File: src/rtl/systemizer_stream_ctrl_if.sv
// Bus bundle for the systemizer stream controller: upstream matrix stream,
// systemizer memory/control port and downstream matrix stream.
interface systemizer_stream_ctrl_if #(
    parameter int W  = 20,
    parameter int AW = 12
);
    // Valid/ready: a word moves on a rising edge where valid && ready are both high;
    // the sender keeps valid and data stable until that edge, ready may change freely.
    logic          s_valid;
    logic          s_ready;
    logic [W-1:0]  s_data;

    logic          sys_wr_en;
    logic [AW-1:0] sys_wr_addr;
    logic [W-1:0]  sys_data_in;
    logic          sys_start;
    logic          sys_success;
    logic          sys_fail;
    logic          sys_rd_en;
    logic [AW-1:0] sys_rd_addr;
    logic [W-1:0]  sys_data_out;

    logic          m_valid;
    logic          m_ready;
    logic [W-1:0]  m_data;
    logic          m_last;

    modport master (
        input  s_valid, s_data, sys_success, sys_fail, sys_data_out, m_ready,
        output s_ready, sys_wr_en, sys_wr_addr, sys_data_in, sys_start,
               sys_rd_en, sys_rd_addr, m_valid, m_data, m_last
    );

    modport slave (
        output s_valid, s_data, sys_success, sys_fail, sys_data_out, m_ready,
        input  s_ready, sys_wr_en, sys_wr_addr, sys_data_in, sys_start,
               sys_rd_en, sys_rd_addr, m_valid, m_data, m_last
    );
endinterface

File: src/rtl/systemizer_stream_ctrl.sv
// Load / systemize / unload job controller for the systemizer core.
// Optional macro SYSCTRL_RETRY_EN: retry a failed systemization up to MAX_RETRY times.
module systemizer_stream_ctrl #(
    parameter int N         = 20,
    parameter int M         = 1,
    parameter int L         = 200,
    parameter int K         = 400,
    parameter int MAX_RETRY = 3
) (
    input  logic                     clk,
    input  logic                     rst,
    input  logic                     cmd_start,
    systemizer_stream_ctrl_if.master bus,
    output logic                     busy,
    output logic                     done,
    output logic                     status_fail,
    output logic [2:0]               dbg_state
`ifdef SYSCTRL_RETRY_EN
    ,
    output logic                     retry_req
`endif
);
    localparam int W     = N * M;
    localparam int DEPTH = L * K / N;
    localparam int AW    = (DEPTH > 1) ? $clog2(DEPTH) : 1;
    localparam logic [AW-1:0] LAST = AW'(DEPTH - 1);

    typedef enum logic [2:0] {
        S_IDLE   = 3'd0,
        S_LOAD   = 3'd1,
        S_START  = 3'd2,
        S_WAIT   = 3'd3,
        S_UNLOAD = 3'd4
    } state_t;

    state_t        state_q;
    logic [AW-1:0] wr_cnt_q;
    logic [AW-1:0] rd_cnt_q;
    logic          rd_done_q;
    logic          pend_q;
    logic          pend_last_q;
    logic [W-1:0]  fifo_data_q [2];
    logic [1:0]    fifo_last_q;
    logic          wr_ptr_q;
    logic          rd_ptr_q;
    logic [1:0]    occ_q;
    logic [1:0]    occ_d;
    logic          done_q;
    logic          fail_q;
    logic          wr_hs;
    logic          pop;
    logic          rd_en;
    logic          m_valid_w;

`ifdef SYSCTRL_RETRY_EN
    localparam int RW = (MAX_RETRY > 0) ? $clog2(MAX_RETRY + 1) : 1;
    logic [RW-1:0] attempt_q;
    logic          retry_q;
    assign retry_req = retry_q;
`endif

    always_comb begin
        wr_hs     = (state_q == S_LOAD) && bus.s_valid;
        m_valid_w = (occ_q != 2'd0);
        pop       = m_valid_w && bus.m_ready;
        // Occupancy after this cycle's returning read and pop; crediting the pop keeps
        // one word per cycle flowing while m_ready stays high.
        occ_d     = occ_q + {1'b0, pend_q} - {1'b0, pop};
        rd_en     = (state_q == S_UNLOAD) && !rd_done_q && (occ_d < 2'd2);
    end

    assign bus.s_ready     = (state_q == S_LOAD);
    assign bus.sys_wr_en   = wr_hs;
    assign bus.sys_wr_addr = wr_cnt_q;
    assign bus.sys_data_in = wr_hs ? bus.s_data : '0;
    assign bus.sys_start   = (state_q == S_START);
    assign bus.sys_rd_en   = rd_en;
    assign bus.sys_rd_addr = rd_cnt_q;
    assign bus.m_valid     = m_valid_w;
    assign bus.m_data      = fifo_data_q[rd_ptr_q];
    assign bus.m_last      = m_valid_w && fifo_last_q[rd_ptr_q];
    assign busy            = (state_q != S_IDLE);
    assign done            = done_q;
    assign status_fail     = fail_q;
    assign dbg_state       = state_q;

    always_ff @(posedge clk or negedge rst) begin
        if (!rst) begin
            state_q        <= S_IDLE;
            wr_cnt_q       <= '0;
            rd_cnt_q       <= '0;
            rd_done_q      <= 1'b0;
            pend_q         <= 1'b0;
            pend_last_q    <= 1'b0;
            fifo_data_q[0] <= '0;
            fifo_data_q[1] <= '0;
            fifo_last_q    <= '0;
            wr_ptr_q       <= 1'b0;
            rd_ptr_q       <= 1'b0;
            occ_q          <= '0;
            done_q         <= 1'b0;
            fail_q         <= 1'b0;
`ifdef SYSCTRL_RETRY_EN
            attempt_q      <= '0;
            retry_q        <= 1'b0;
`endif
        end else begin
            done_q      <= 1'b0;
`ifdef SYSCTRL_RETRY_EN
            retry_q     <= 1'b0;
`endif
            pend_q      <= rd_en;
            pend_last_q <= rd_en && (rd_cnt_q == LAST);
            occ_q       <= occ_d;
            if (pend_q) begin
                fifo_data_q[wr_ptr_q] <= bus.sys_data_out;
                fifo_last_q[wr_ptr_q] <= pend_last_q;
                wr_ptr_q              <= ~wr_ptr_q;
            end
            if (pop) rd_ptr_q <= ~rd_ptr_q;
            if (rd_en) begin
                rd_cnt_q <= rd_cnt_q + 1'b1;
                if (rd_cnt_q == LAST) rd_done_q <= 1'b1;
            end

            case (state_q)
                S_IDLE: begin
                    if (cmd_start) begin
                        wr_cnt_q  <= '0;
                        fail_q    <= 1'b0;
`ifdef SYSCTRL_RETRY_EN
                        attempt_q <= '0;
`endif
                        state_q   <= S_LOAD;
                    end
                end
                S_LOAD: begin
                    if (wr_hs) begin
                        if (wr_cnt_q == LAST) begin
                            wr_cnt_q <= '0;
                            state_q  <= S_START;
                        end else begin
                            wr_cnt_q <= wr_cnt_q + 1'b1;
                        end
                    end
                end
                S_START: state_q <= S_WAIT;
                S_WAIT: begin
                    if (bus.sys_fail) begin
`ifdef SYSCTRL_RETRY_EN
                        if (attempt_q < RW'(MAX_RETRY)) begin
                            attempt_q <= attempt_q + 1'b1;
                            retry_q   <= 1'b1;
                            wr_cnt_q  <= '0;
                            state_q   <= S_LOAD;
                        end else begin
                            fail_q  <= 1'b1;
                            done_q  <= 1'b1;
                            state_q <= S_IDLE;
                        end
`else
                        fail_q  <= 1'b1;
                        done_q  <= 1'b1;
                        state_q <= S_IDLE;
`endif
                    end else if (bus.sys_success) begin
                        rd_cnt_q  <= '0;
                        rd_done_q <= 1'b0;
                        state_q   <= S_UNLOAD;
                    end
                end
                S_UNLOAD: begin
                    if (pop && fifo_last_q[rd_ptr_q]) begin
                        done_q  <= 1'b1;
                        state_q <= S_IDLE;
                    end
                end
                default: state_q <= S_IDLE;
            endcase
        end
    end
endmodule

File: src/flat_wrapper.sv
// flat-port wrapper written by rule: the top's interface ports become plain ports
module systemizer_stream_ctrl_flat 
#(
    parameter int N         = 20,
    parameter int M         = 1,
    parameter int L         = 200,
    parameter int K         = 400,
    parameter int MAX_RETRY = 3
)
  (clk, rst, cmd_start, busy, done, status_fail, dbg_state, bus_s_valid, bus_s_data, bus_sys_success, bus_sys_fail, bus_sys_data_out, bus_m_ready, bus_s_ready, bus_sys_wr_en, bus_sys_wr_addr, bus_sys_data_in, bus_sys_start, bus_sys_rd_en, bus_sys_rd_addr, bus_m_valid, bus_m_data, bus_m_last);
  systemizer_stream_ctrl_if #(.W((N * M)), .AW(($clog2((L * K / N))))) bus_i ();
  input  logic clk;
  input  logic rst;
  input  logic cmd_start;
  output logic busy;
  output logic done;
  output logic status_fail;
  output logic [2:0] dbg_state;
  input wire logic [$bits(bus_i.s_valid)-1:0] bus_s_valid;
  input wire logic [$bits(bus_i.s_data)-1:0] bus_s_data;
  input wire logic [$bits(bus_i.sys_success)-1:0] bus_sys_success;
  input wire logic [$bits(bus_i.sys_fail)-1:0] bus_sys_fail;
  input wire logic [$bits(bus_i.sys_data_out)-1:0] bus_sys_data_out;
  input wire logic [$bits(bus_i.m_ready)-1:0] bus_m_ready;
  output wire logic [$bits(bus_i.s_ready)-1:0] bus_s_ready;
  output wire logic [$bits(bus_i.sys_wr_en)-1:0] bus_sys_wr_en;
  output wire logic [$bits(bus_i.sys_wr_addr)-1:0] bus_sys_wr_addr;
  output wire logic [$bits(bus_i.sys_data_in)-1:0] bus_sys_data_in;
  output wire logic [$bits(bus_i.sys_start)-1:0] bus_sys_start;
  output wire logic [$bits(bus_i.sys_rd_en)-1:0] bus_sys_rd_en;
  output wire logic [$bits(bus_i.sys_rd_addr)-1:0] bus_sys_rd_addr;
  output wire logic [$bits(bus_i.m_valid)-1:0] bus_m_valid;
  output wire logic [$bits(bus_i.m_data)-1:0] bus_m_data;
  output wire logic [$bits(bus_i.m_last)-1:0] bus_m_last;
  assign bus_i.s_valid = bus_s_valid;
  assign bus_i.s_data = bus_s_data;
  assign bus_i.sys_success = bus_sys_success;
  assign bus_i.sys_fail = bus_sys_fail;
  assign bus_i.sys_data_out = bus_sys_data_out;
  assign bus_i.m_ready = bus_m_ready;
  assign bus_s_ready = bus_i.s_ready;
  assign bus_sys_wr_en = bus_i.sys_wr_en;
  assign bus_sys_wr_addr = bus_i.sys_wr_addr;
  assign bus_sys_data_in = bus_i.sys_data_in;
  assign bus_sys_start = bus_i.sys_start;
  assign bus_sys_rd_en = bus_i.sys_rd_en;
  assign bus_sys_rd_addr = bus_i.sys_rd_addr;
  assign bus_m_valid = bus_i.m_valid;
  assign bus_m_data = bus_i.m_data;
  assign bus_m_last = bus_i.m_last;
  systemizer_stream_ctrl #(.N(N), .M(M), .L(L), .K(K), .MAX_RETRY(MAX_RETRY)) u_core (.clk(clk), .rst(rst), .cmd_start(cmd_start), .bus(bus_i), .busy(busy), .done(done), .status_fail(status_fail), .dbg_state(dbg_state));
endmodule
File: config.mk
export PLATFORM = sky130hd
export DESIGN_NAME = systemizer_stream_ctrl_flat
export DESIGN_NICKNAME = d
export VERILOG_FILES = /design/src/rtl/systemizer_stream_ctrl_if.sv /design/src/rtl/systemizer_stream_ctrl.sv /design/src/flat_wrapper.sv
export SDC_FILE = /design/constraint.sdc
export NUM_CORES = 1
export LEC_CHECK = 0
export ABC_AREA = 0
export BUFFER_PORTS_ARGS = -buffer_cell sky130_fd_sc_hd__buf_2
export CORE_MARGIN = 4
export CORE_UTILIZATION = 24
export CTS_CLUSTER_DIAMETER = 120
export DETAILED_ROUTE_END_ITERATION = 12
export PLACE_DENSITY_LB_ADDON = 0.3
export SYNTH_ARGS = -nofsm -noshare
export SYNTH_HDL_FRONTEND = slang
export SYNTH_SLANG_ARGS = --single-unit
File: constraint.sdc
create_clock -name clk -period 6.8 [get_ports clk]
set_clock_uncertainty 0.1 [all_clocks]
set_input_delay 0 -clock clk [delete_from_list [all_inputs] [get_ports clk]]
set_output_delay 0 -clock clk [all_outputs]
set_load 0.01 [all_outputs]
==> flow_summary.yaml <==
timing:
  unrepaired_setup_endpoints_after_global_routing: "false"
  holdWs_ps: 35.89
  worstMarginPinSlew_ps: 1210
  final-hold-violation-count: 0
  finalMaxSlewViolations: 0
  final_min_period_over_clock_period: 0.4114
  max_clock_freq_mhz: 357.5
  summed_negative_setup_slack_over_all_endpoints_ps: 0
  finalCriticalPeriod_ps: 2797
  relSlewSlack: 0.1899
  setup_viol: 0
setup_path:
  cp_data_arrival_time_ps: 2700
  critical_path_required_ps: 6700
  timing.critical_path.fanout_max: 13
  worst_r2r_path_depth: 7
  crit_chain: "or2_2 > nand2_1 > xnor2_1 > ha_1 > xnor2_1 > nor2_1 > buf_2"
  worst-setup-path-type: "register to primary output"
  ff2ff_setup_slack_ps: 4250
  cp_peak_stage_delay_ps: 700
  endpoint_kind: "primary output"
  critical_path.startpoint_type: "register"
  critical_path.reg2reg.startpoint: "u_core.occ_q[1]$_DFF_PN0_"
  critical_path_s_most_frequent_cell: "sky130_fd_sc_hd__xnor2_1"
  timing.critical_path.slowest_stage_cell: "sky130_fd_sc_hd__xnor2_1"
  crit-reg2reg-capture: "u_core.bus.sys_rd_addr[0]$_DFF_PN0_"
finish:
  fill_cells: 1579
  antennaDiodeCount: 0
  finalNetCount: 527
  layout.cell_area.non_filler_um2: 5135
  layout.core_utilization: 0.3341
  post_route_cells_drive_above_1_share: 0.4295
  synthToLayoutAreaGrowth_pct: 35.04
routing:
  routed_wire_length_per_instance_um: 13.92
  drt_wl_total_um: 9648
  vias_per_cell: 4.531
  initial_drt_markers: 136
  route.vias.total: 3140
  drcViolationCount: 0
  ant_nets: 0
  router_iterations_before_antenna_repair: 6
synthesis:
  complex_gate_fraction_of_the_synthesized_area: 0.06746
  post_synthesis_instance_area_um2: 3802
  post_synth_inst_count: 334
  mappedNetlistNets: 384
  synthMuxAreaShare: 0.2034
  part_of_the_yosys_area_used_for_sequential_elements: 0.5133
  async_reset_ff_frac: 1.000
  post_synthesis_share_of_cell_area_spent_on_full_adders_half_adders_and_majority_gates: 0.009872
  synth-warning-count: 0
  main_combinational_cell_family_by_area_after_synthesis: "multiplexers"
  postSynthRegisterBits: 78
  post_synth_edffs: 0
  yosys_most_used_dff: "sky130_fd_sc_hd__dfrtp_1"
  yosys.area_share.xor_xnor: 0.01843
  synth_simple_gate_area_frac: 0.1655
  syn-mean-instance-area_um2: 11.38
  ys_types: 44
clocking:
  cts.root.buffer_cell: "sky130_fd_sc_hd__clkbuf_16"
  post_cts.resized_instances: 0
  ctsLongestPathBuffers: 2
  cts.clk_slew.worst_paths_ps: 60
  clkLatencyLatePin_ps: 340
  postCtsSetupBuffers: 0
  maximum_level_of_the_cts_h_tree: 3
  tritoncts: "yes"
  numCtsBuffers: 9
  cts.sink_count: 78
global_route:
  antenna_found_initial: 0
  globalRouteTotalUtil: 0.1134
  largest_net_degree_at_the_start_of_global_routing: 79
  overflow: 0
  grt_first_pass_wirelength_um: 16370
  grt_pass1_vias: 3233
flow_run:
  timing.max_cap.violations: 0
power_and_ir_drop:
  lkg_pwr_nw: 2.384
  ir_worst_vdd_v: 0.0001106
  cellPowerDensity_nw_per_um2: 268.5
place:
  place_congestion: 0.7718
  hpwlAfterDp_um: 6787
  placed_cell_area_um2: 4617
  place.port_buffers: 122
min_path:
  min-delay-start: "bus_s_valid"
  holdPathStages: 3
  hold_path_end: "u_core.dbg_state[1]$_DFFE_PN0P_"
  hold_path.class: "primary input to register"
outcome:
  status: "finished clean"
floorplan:
  floorplan.io_pins: 123
  fp.dieW_um: 133.9
  starting_density_of_the_core: 0.2474
  chipHeight_um: 133.9
  floorplan.die_area_um2: 17920
  fp.coreArea_um2: 15370
  floorplan.rows: 45
## metal layers
metal / track usage / wire length [um] / vias to the layer above / part of all wire
li1: - / - / 1509 / -
met1: 0.1410 / 4238 / 1519 / 0.44
met2: 0.1861 / 4692 / 101 / 0.49
met3: 0.03563 / 564 / 11 / 0.058
met4: 0.04000 / 152 / 0 / 0.016
met5: 0 / 0 / - / 0
## worst max path at each step
stage / start / to / slack [ps] / cells after the start
after floorplan: u_core.occ_q[1]$_DFF_PN0_ / u_core.bus.sys_rd_addr[11]$_DFF_PN0_ / 4480 / 9
after global placement: u_core.occ_q[1]$_DFF_PN0_ / u_core.bus.sys_rd_addr[0]$_DFF_PN0_ / 4320 / 7
after detailed placement: u_core.occ_q[1]$_DFF_PN0_ / u_core.bus.sys_rd_addr[1]$_DFF_PN0_ / 4230 / 7
after CTS: u_core.occ_q[1]$_DFF_PN0_ / bus_sys_rd_en / 3940 / 7
after global routing: u_core.occ_q[1]$_DFF_PN0_ / bus_sys_rd_en / 3640 / 7
final: u_core.occ_q[1]$_DFF_PN0_ / bus_sys_rd_en / 4000 / 7
## layout by cell type, fill, tap and decap left out, drive strengths merged, types with 7 or more instances in the layout
cell	Yosys	routed
buf	6	122
dfrtp	78	78
mux2	63	63
dlygate4sd3	0	25
nand2	24	24
and3	23	23
nor2	20	20
a21oi	14	14
o21ai	10	10
clkbuf	9	10
o31ai	7	7
## power by group
group | switching (W) | total, W | internal, W
sequential | 0.0000576 | 0.000554 | 0.000497
clock | 0.000188 | 0.000434 | 0.000246
combinational | 0.000205 | 0.000391 | 0.000186
total | 0.000451 | 0.00138 | 0.000928
## logic make-up (layout without fill, tap and decap cells)
logic type	after synthesis	in the layout
simple gates	114	114
flops	78	78
mux	69	69
compound gates	42	42
buf+inv	20	168
xor+xnor	8	8
fa+ha+maj	3	3
## area by class of cell
class	count	area, um^2	area share
multi-input cells	236	1769	0.3445
flip-flops and latches	78	1952	0.3801
well taps	211	264.0	0.05141
inverters	5	18.77	0.003655
clock inverters	6	38.79	0.007554
repair buffers	147	863.3	0.1681
clock buffers	10	229.0	0.04459
## cells in the mapped netlist, types with 2 or more instances
cell type	count	area [um^2]
sky130_fd_sc_hd__nor2_1	20	75.07
sky130_fd_sc_hd__nand4_1	6	37.54
sky130_fd_sc_hd__a21oi_1	13	65.06
sky130_fd_sc_hd__mux2_2	63	709.4
sky130_fd_sc_hd__or2_2	2	12.51
sky130_fd_sc_hd__a31oi_1	5	31.28
sky130_fd_sc_hd__clkbuf_1	9	33.78
sky130_fd_sc_hd__o31ai_1	7	52.55
sky130_fd_sc_hd__nand2b_1	2	12.51
sky130_fd_sc_hd__nand3_1	4	20.02
sky130_fd_sc_hd__inv_1	5	18.77
sky130_fd_sc_hd__xnor2_1	6	52.55
sky130_fd_sc_hd__nor3_1	6	30.03
sky130_fd_sc_hd__or3_1	5	31.28
sky130_fd_sc_hd__buf_1	4	15.01
sky130_fd_sc_hd__and3_1	23	143.9
sky130_fd_sc_hd__o21ai_0	10	50.05
sky130_fd_sc_hd__dfrtp_1	78	1952
sky130_fd_sc_hd__nand4b_1	2	17.52
sky130_fd_sc_hd__nand2_1	24	90.09
sky130_fd_sc_hd__ha_1	3	37.54
sky130_fd_sc_hd__mux2i_1	5	50.05
sky130_fd_sc_hd__or4_1	6	45.04
sky130_fd_sc_hd__nor2b_1	3	18.77
sky130_fd_sc_hd__xor2_1	2	17.52
sky130_fd_sc_hd__nor4_1	3	18.77
## per-stage QoR
| step | power [W] | setup slack, ps | std cells |
|---|---|---|---|
| floorplan | 0.0008016 | 4479 | 334 |
| global placement | 0.0009416 | 4318 | 652 |
| detailed placement | 0.0009494 | 4225 | 652 |
| CTS | 0.001406 | 3942 | 693 |
| global route | 0.001473 | 3639 | 693 |
| finish | 0.001379 | 4003 | 693 |
## sequential cells by signal (all words and copies together) (netlist names)
register and count:
u_core.rd_done_q 1, u_core.status_fail 1, u_core.bus.sys_rd_addr 12, u_core.fifo_last_q 2, u_core.fifo_data_q 40, u_core.pend_last_q 1
u_core.pend_q 1, u_core.dbg_state 3, u_core.occ_q 2, u_core.wr_ptr_q 1, u_core.rd_ptr_q 1, u_core.bus.sys_wr_addr 12
u_core.done 1
## worst max-delay path, delay by kind of cell, from the launching register on
family,cells,cell delay (ps)
and+or+nand+nor,3,740
xor gates and xnor gates,2,790
buffers and inverters,1,210
adders and majority gates,1,220
DFF,1,400
## repair_timing
| action | in CTS | in global routing |
|---|---|---|
| hold endpoints to repair | 124 | 0 |
| setup endpoints to repair | 0 | 0 |
| hold buffers | 25 | 0 |
Note: power is estimated with default switching activity, not from simulation.
